### src/rtl/entrada_jogada_pkg.sv
// ============================================================================
// Module      : entrada_jogada_pkg
// Description : Shared types and constants for the tic-tac-toe input stage:
//               FSM state encoding, cell indices (row-major, 0 = top-left)
//               and a small popcount helper for the one-hot check.
// Revision    : 1.0 - initial release
// ============================================================================
`default_nettype none

package entrada_jogada_pkg;

  // Two-bit FSM encoding; 2'b10 and 2'b11 are unused and recover to IDLE.
  typedef enum logic [1:0] {
    IDLE     = 2'b00,
    WAIT_REL = 2'b01
  } state_t;

  localparam int C_N_CELLS = 9;

  // Cell indices shared with the game core so both agree on bit ordering.
  localparam int C_CELL_0 = 0;
  localparam int C_CELL_1 = 1;
  localparam int C_CELL_2 = 2;
  localparam int C_CELL_3 = 3;
  localparam int C_CELL_4 = 4;
  localparam int C_CELL_5 = 5;
  localparam int C_CELL_6 = 6;
  localparam int C_CELL_7 = 7;
  localparam int C_CELL_8 = 8;

  // Number of set bits across the nine debounced cells.
  function automatic logic [3:0] popcount9(input logic [0:8] v);
    logic [3:0] acc;
    acc = 4'd0;
    for (int i = 0; i < C_N_CELLS; i++) begin
      acc = acc + {3'b000, v[i]};
    end
    return acc;
  endfunction

endpackage

`default_nettype wire

### src/rtl/entrada_jogada_debouncer.sv
// ============================================================================
// Module      : debouncer
// Description : One-bit two-flop synchroniser followed by a counting
//               debouncer. The stable output only changes after the
//               synchronised input has differed from it for DEBOUNCE_CYCLES
//               consecutive edges; any agreeing sample restarts the count.
// Revision    : 1.0 - initial release
// ============================================================================
`default_nettype none

module debouncer #(
  parameter int DEBOUNCE_CYCLES = 4,
  parameter int CNT_W           = 20
) (
  input  logic clock,
  input  logic reset,
  input  logic botao,
  output logic estavel
);

  import entrada_jogada_pkg::*;

  // Counter value on which the pending level is finally accepted.
  localparam logic [CNT_W-1:0] C_LAST = CNT_W'(DEBOUNCE_CYCLES - 1);

  logic             r_s1;
  logic             r_s2;
  logic             r_deb;
  logic [CNT_W-1:0] r_cnt;

  // Two-flop synchroniser for the asynchronous raw button.
  always_ff @(posedge clock) begin
    if (!reset) begin
      r_s1 <= 1'b0;
      r_s2 <= 1'b0;
    end else begin
      r_s1 <= botao;
      r_s2 <= r_s1;
    end
  end

  // Count disagreeing samples; accept the new level after a full run.
  always_ff @(posedge clock) begin
    if (!reset) begin
      r_deb <= 1'b0;
      r_cnt <= '0;
    end else if (r_s2 != r_deb) begin
      if (r_cnt == C_LAST) begin
        r_deb <= r_s2;
        r_cnt <= '0;
      end else begin
        r_cnt <= r_cnt + 1'b1;
      end
    end else begin
      r_cnt <= '0;
    end
  end

  assign estavel = r_deb;

endmodule

`default_nettype wire

### src/rtl/entrada_jogada.sv
// ============================================================================
// Module      : entrada_jogada
// Description : Input stage of the tic-tac-toe core. Debounces the nine cell
//               buttons, accepts a move only when exactly one free cell is
//               pressed and the game is still running, and emits one-cycle
//               move strobes or error pulses. Re-arms only once every button
//               has been released.
// Revision    : 1.0 - initial release
// ============================================================================
`default_nettype none

module entrada_jogada #(
  parameter int DEBOUNCE_CYCLES = 4,
  parameter int CNT_W           = 20
) (
  input  logic       clock,
  input  logic       reset,
  input  logic [0:8] botoes,
  input  logic [0:8] ocupadas,
  input  logic       fim_jogo,
  output logic [0:8] posicao,
  output logic       erro,
  output logic       ocioso
);

  import entrada_jogada_pkg::*;

  logic [0:8] w_deb;
  logic       w_um_so;
  logic       w_livre;

  state_t     r_state;
  logic [0:8] r_posicao;
  logic       r_erro;
  logic       r_ocioso;

  genvar gi;
  generate
    for (gi = 0; gi < C_N_CELLS; gi++) begin : g_debounce
      debouncer #(
        .DEBOUNCE_CYCLES(DEBOUNCE_CYCLES),
        .CNT_W          (CNT_W)
      ) u_debouncer (
        .clock  (clock),
        .reset  (reset),
        .botao  (botoes[gi]),
        .estavel(w_deb[gi])
      );
    end
  endgenerate

  // Exactly one debounced cell pressed, and that cell is not yet taken.
  assign w_um_so = (popcount9(w_deb) == 4'd1);
  assign w_livre = ((w_deb & ocupadas) == 9'b0);

  // Move-acceptance FSM with registered strobe, error and idle outputs.
  always_ff @(posedge clock) begin
    if (!reset) begin
      r_state   <= IDLE;
      r_posicao <= '0;
      r_erro    <= 1'b0;
      r_ocioso  <= 1'b1;
    end else begin
      r_posicao <= '0;
      r_erro    <= 1'b0;
      case (r_state)
        IDLE: begin
          if ((w_deb == 9'b0) || fim_jogo) begin
            // Nothing pressed, or game over: presses are ignored outright.
            r_state  <= IDLE;
            r_ocioso <= 1'b1;
          end else if (w_um_so && w_livre) begin
            r_posicao <= w_deb;
            r_state   <= WAIT_REL;
            r_ocioso  <= 1'b0;
          end else begin
            // Multi-press or occupied cell.
            r_erro   <= 1'b1;
            r_state  <= WAIT_REL;
            r_ocioso <= 1'b0;
          end
        end
        WAIT_REL: begin
          if (w_deb == 9'b0) begin
            r_state  <= IDLE;
            r_ocioso <= 1'b1;
          end else begin
            r_state  <= WAIT_REL;
            r_ocioso <= 1'b0;
          end
        end
        default: begin
          r_state  <= IDLE;
          r_ocioso <= 1'b1;
        end
      endcase
    end
  end

  assign posicao = r_posicao;
  assign erro    = r_erro;
  assign ocioso  = r_ocioso;

endmodule

`default_nettype wire

### config.mk
export PLATFORM = sky130hd
export DESIGN_NAME = entrada_jogada
export DESIGN_NICKNAME = d
export VERILOG_FILES = /design/src/rtl/entrada_jogada_pkg.sv /design/src/rtl/entrada_jogada_debouncer.sv /design/src/rtl/entrada_jogada.sv
export SDC_FILE = /design/constraint.sdc
export NUM_CORES = 1
export LEC_CHECK = 0
export BUFFER_PORTS_ARGS = -buffer_cell sky130_fd_sc_hd__buf_2
export CAP_MARGIN = 20
export CORE_MARGIN = 2
export CORE_UTILIZATION = 55
export CTS_CLUSTER_DIAMETER = 30
export DETAILED_ROUTE_END_ITERATION = 10
export GPL_TIMING_DRIVEN = 0
export HOLD_SLACK_MARGIN = 0.15
export PLACE_DENSITY_LB_ADDON = 0.12
export SLEW_MARGIN = 0
export SYNTH_ARGS = -nofsm -noshare
export SYNTH_HDL_FRONTEND = slang
export SYNTH_HIERARCHICAL = 1
export SYNTH_SLANG_ARGS = --single-unit
### constraint.sdc
create_clock -name clock -period 3.25 [get_ports clock]
set_input_delay 0.65 -clock clock [delete_from_list [all_inputs] [get_ports clock]]
set_output_delay 0.65 -clock clock [all_outputs]
set_load 0.01 [all_outputs]
==> results_dict.tcl <==
set metrics [dict create \
    outcome "finished, violations left" \
    violations "setup timing" \
    track_usage_pct 21.6 \
    avgSynthCellArea_um2 8.89 \
    worstMarginPinSlew_ns 0.788 \
    syn_nets 1118 \
    cp_cell_sequence "inv_4 -> fa_1 -> fa_1 -> fa_1 -> inv_2 -> fa_2 -> inv_2 -> fa_2 -> nand4_1 -> nor4b_4 -> buf_4 -> and3_1" \
    synthAdderAreaFrac_pct 2.61 \
    yosys.area.top_type "dfxtp_1" \
    slowest_stage "fa_1" \
    synthSimpleGateAreaFrac_pct 29.7 \
    antenna_found_initial 0 \
    endpoint_kind "register" \
    clk_pin_slew_ns 0.05 \
    path_depth 12 \
    grt_pass1_vias 7292 \
    core_area_mm2 0.0172 \
    criticalPathCategory "reg -> reg" \
    drc 0 \
    max_freq_mhz 284 \
    hp-class "in -> reg" \
    clock_skew_ns 0.0164 \
    leakage_nw 4.07 \
    pin_count 32 \
    topRoutingLayerUsed "met4" \
    insertion_delay_ns 0.52 \
    ant_nets 0 \
    powerDensity_mw_per_mm2 654 \
    rr_worst_depth 12 \
    setup_viol 10 \
    synth_area_leaders "dfxtp_1 (46%), xnor2_1 (8.2%), nor2_1 (6.8%)" \
    yosysWarningCount 6 \
    synthMuxAreaShare_pct 0 \
    wl_met3_um 744 \
    dp_slack_ns -0.398 \
    cpPeakStageDelay_ns 0.54 \
    fin_ws_ns -0.272 \
    crit_family "adder cells" \
    cap_violations 0 \
    numCtsBuffers 47 \
    root_buffer "clkbuf_16" \
    cts_tree "built" \
    synth_compound_gate_area_share_pct 5.68 \
    r2r_slack_ns -0.27 \
    drt_wl_total_um 19800 \
    rows 48 \
    synth_xor_area_share_pct 13.1 \
    grt_pass1_wl_um 33300 \
    gp_congestion 0.799 \
    synth-seq-cells 219 \
    drt-initial-drc-count 339 \
    die_w_um 136 \
    rsz0062_at_grt "yes" \
    die_h_um 136 \
    nNetsFinal 1207 \
    cts.sinks 219 \
    ys_seq_area_share_pct 45.6 \
    required_ns 3.70 \
    drt-wirelength-per-cell_um 13.8 \
    cp-start-kind "register" \
    slew_violations 0 \
    vias_per_cell 5.36 \
    htreeDepth 2 \
    grt-ovfl-total 0 \
    cts.path.max_buffers 3 \
    yosysUniqueCellTypes 32 \
    period_minus_slack_ns 3.52 \
    io_buffers 31 \
    hold_viol_final 0 \
    hpwlAfterDp_um 12500 \
    critical_path_buf_inv_count 4 \
    dr.pass1.iters 7 \
    n_antenna_cell 0 \
    postSynthCellCount 1080 \
    post-route-util_pct 68.9 \
    area_delta_synth_final_pct 23.1 \
    hold_depth 2 \
    finalCritPeriodShare_pct 108 \
    wl_met2_um 9240 \
    max-slew-margin-rel_pct 47.5 \
    drive_above_1_share_pct 14.3 \
    vias 7671 \
    grt_max_degree 48 \
    netlist_area_mm2 0.00961 \
    worstPathMaxFanout 7 \
    irDropWorstVdd_mv 0.524 \
    crit_top_cell "fa_1" \
    critPathArrivalTime_ns 3.97 \
    initial_core_util_pct 55.9 \
    dieArea_mm2 0.0185 \
    power_w 0.00774 \
    met1Wirelength_um 9480 \
    synth_top_family_by_area "simple AND/OR/NAND/NOR gates" \
    synth_top_area_share_pct 45.6 \
]
==> timing repair <==
item                       CTS  global route
resized for setup            7             2
hold buffers                 0             0
pin swaps                    3             1
setup buffers                7             2
setup endpoints to repair   10            10
==> cell usage after synthesis (all sizes together) <==
| cell type | count |
|---|---|
| nor3 | 45 |
| clkbuf | 28 |
| xor2 | 54 |
| nand2b | 1 |
| and4 | 9 |
| a222oi | 1 |
| and2 | 18 |
| nor2 | 173 |
| nand4 | 56 |
| and3 | 20 |
| or4 | 9 |
| a31o | 9 |
| nor4 | 55 |
| o211ai | 18 |
| o31ai | 9 |
| dfxtp | 219 |
| or3 | 18 |
| nand3 | 45 |
| inv | 51 |
| nand2 | 75 |
| ha | 12 |
| a22oi | 3 |
| o21ai | 18 |
| a31oi | 1 |
| xnor2 | 90 |
| nor2b | 1 |
| a21oi | 27 |
| nor4b | 10 |
| fa | 5 |
==> layout make-up <==
type,count,area [um2]
Multi-Input combinational cell,782,4920
Sequential cell,219,4400
Timing Repair Buffer,40,223
Clock buffer,56,1310
Fill cell,1392,5350
Tap cell,225,282
Clock inverter,31,382
Buffer,28,116
Inverter,51,194
==> cells in the final DEF, fill, tap and decap left out, types with 2 or more instances in the layout <==
master	count
bufinv_16	7
and4_1	9
a22oi_1	3
clkbuf_16	49
and2_1	18
nor3_1	45
clkbuf_2	9
fa_1	3
nor2_1	173
or3_1	18
clkbuf_8	6
ha_1	12
o211ai_1	18
inv_6	5
clkinv_4	4
nand2_1	75
clkbuf_1	20
a31o_2	9
clkinvlp_4	7
xnor2_1	90
inv_1	47
fa_2	2
nor4_1	55
inv_2	3
buf_4	9
nand4_4	9
or4_4	9
nand4_1	47
and3_1	19
nand3_1	45
dfxtp_4	3
nor4b_1	9
a21oi_1	27
clkinv_2	8
xor2_1	54
o21ai_0	18
o31ai_1	9
buf_2	31
dfxtp_1	216
==> metal layers <==
metal | vias up | global-route usage [%]
met2 | 115 | 36.0
met1 | 3550 | 28.2
li1 | 3976 | -
met3 | 30 | 4.36
met4 | 0 | 7.12
met5 | - | 0
==> state kept, by name, indices dropped and copies added, names as in the netlist <==
name	count
g_debounce.u_debouncer/r_cnt	180
g_debounce.u_debouncer/estavel	9
g_debounce.u_debouncer/r_s1	9
g_debounce.u_debouncer/r_s2	9
posicao	9
erro	1
ocioso	1
r_state	1
==> cells by family (layout without fill, tap and decap cells) <==
family / Yosys count / in the layout
flip-flops: 219 / 219
AO/OA/AOI/OAI: 86 / 86
adder cells (fa/ha/maj): 17 / 17
buffers and inverters: 79 / 206
XOR/XNOR: 144 / 144
AND/OR/NAND/NOR: 535 / 535
==> through the flow <==
stage | std cells | cell area (um2) | setup TNS (ns) | hold WS [ns]
finish | 1432 | 11800 | -2.47 | 0.340
global route | 1432 | 11800 | -3.47 | 0.326
CTS | 1430 | 11800 | -2.21 | 0.318
detailed placement | 1336 | 10000 | -3.63 | 0.419
global placement | 1336 | 10000 | -3.37 | 0.413
floorplan | 1080 | 9610 | -0.545 | 0.412
==> path summary, 6_finish.rpt <==
kind,startpoint,endpoint
setup / recovery,g_debounce[8].u_debouncer/estavel,posicao[3]
setup reg to reg,g_debounce[8].u_debouncer/estavel,posicao[3]
hold / removal,botoes[7],g_debounce[7].u_debouncer/r_s1
hold reg to reg,g_debounce[0].u_debouncer/r_s1,g_debounce[0].u_debouncer/r_s2
==> where the power goes <==
part	internal [W]	switching [W]	leakage (nW)	total [W]
clock	0.00344	0.00152	0.819	0.00496
sequential	0.00270	0.00000808	1.77	0.00271
combinational	0.0000214	0.0000401	1.48	0.0000616
total	0.00617	0.00157	4.07	0.00774
(Power assumes the default switching activity.)
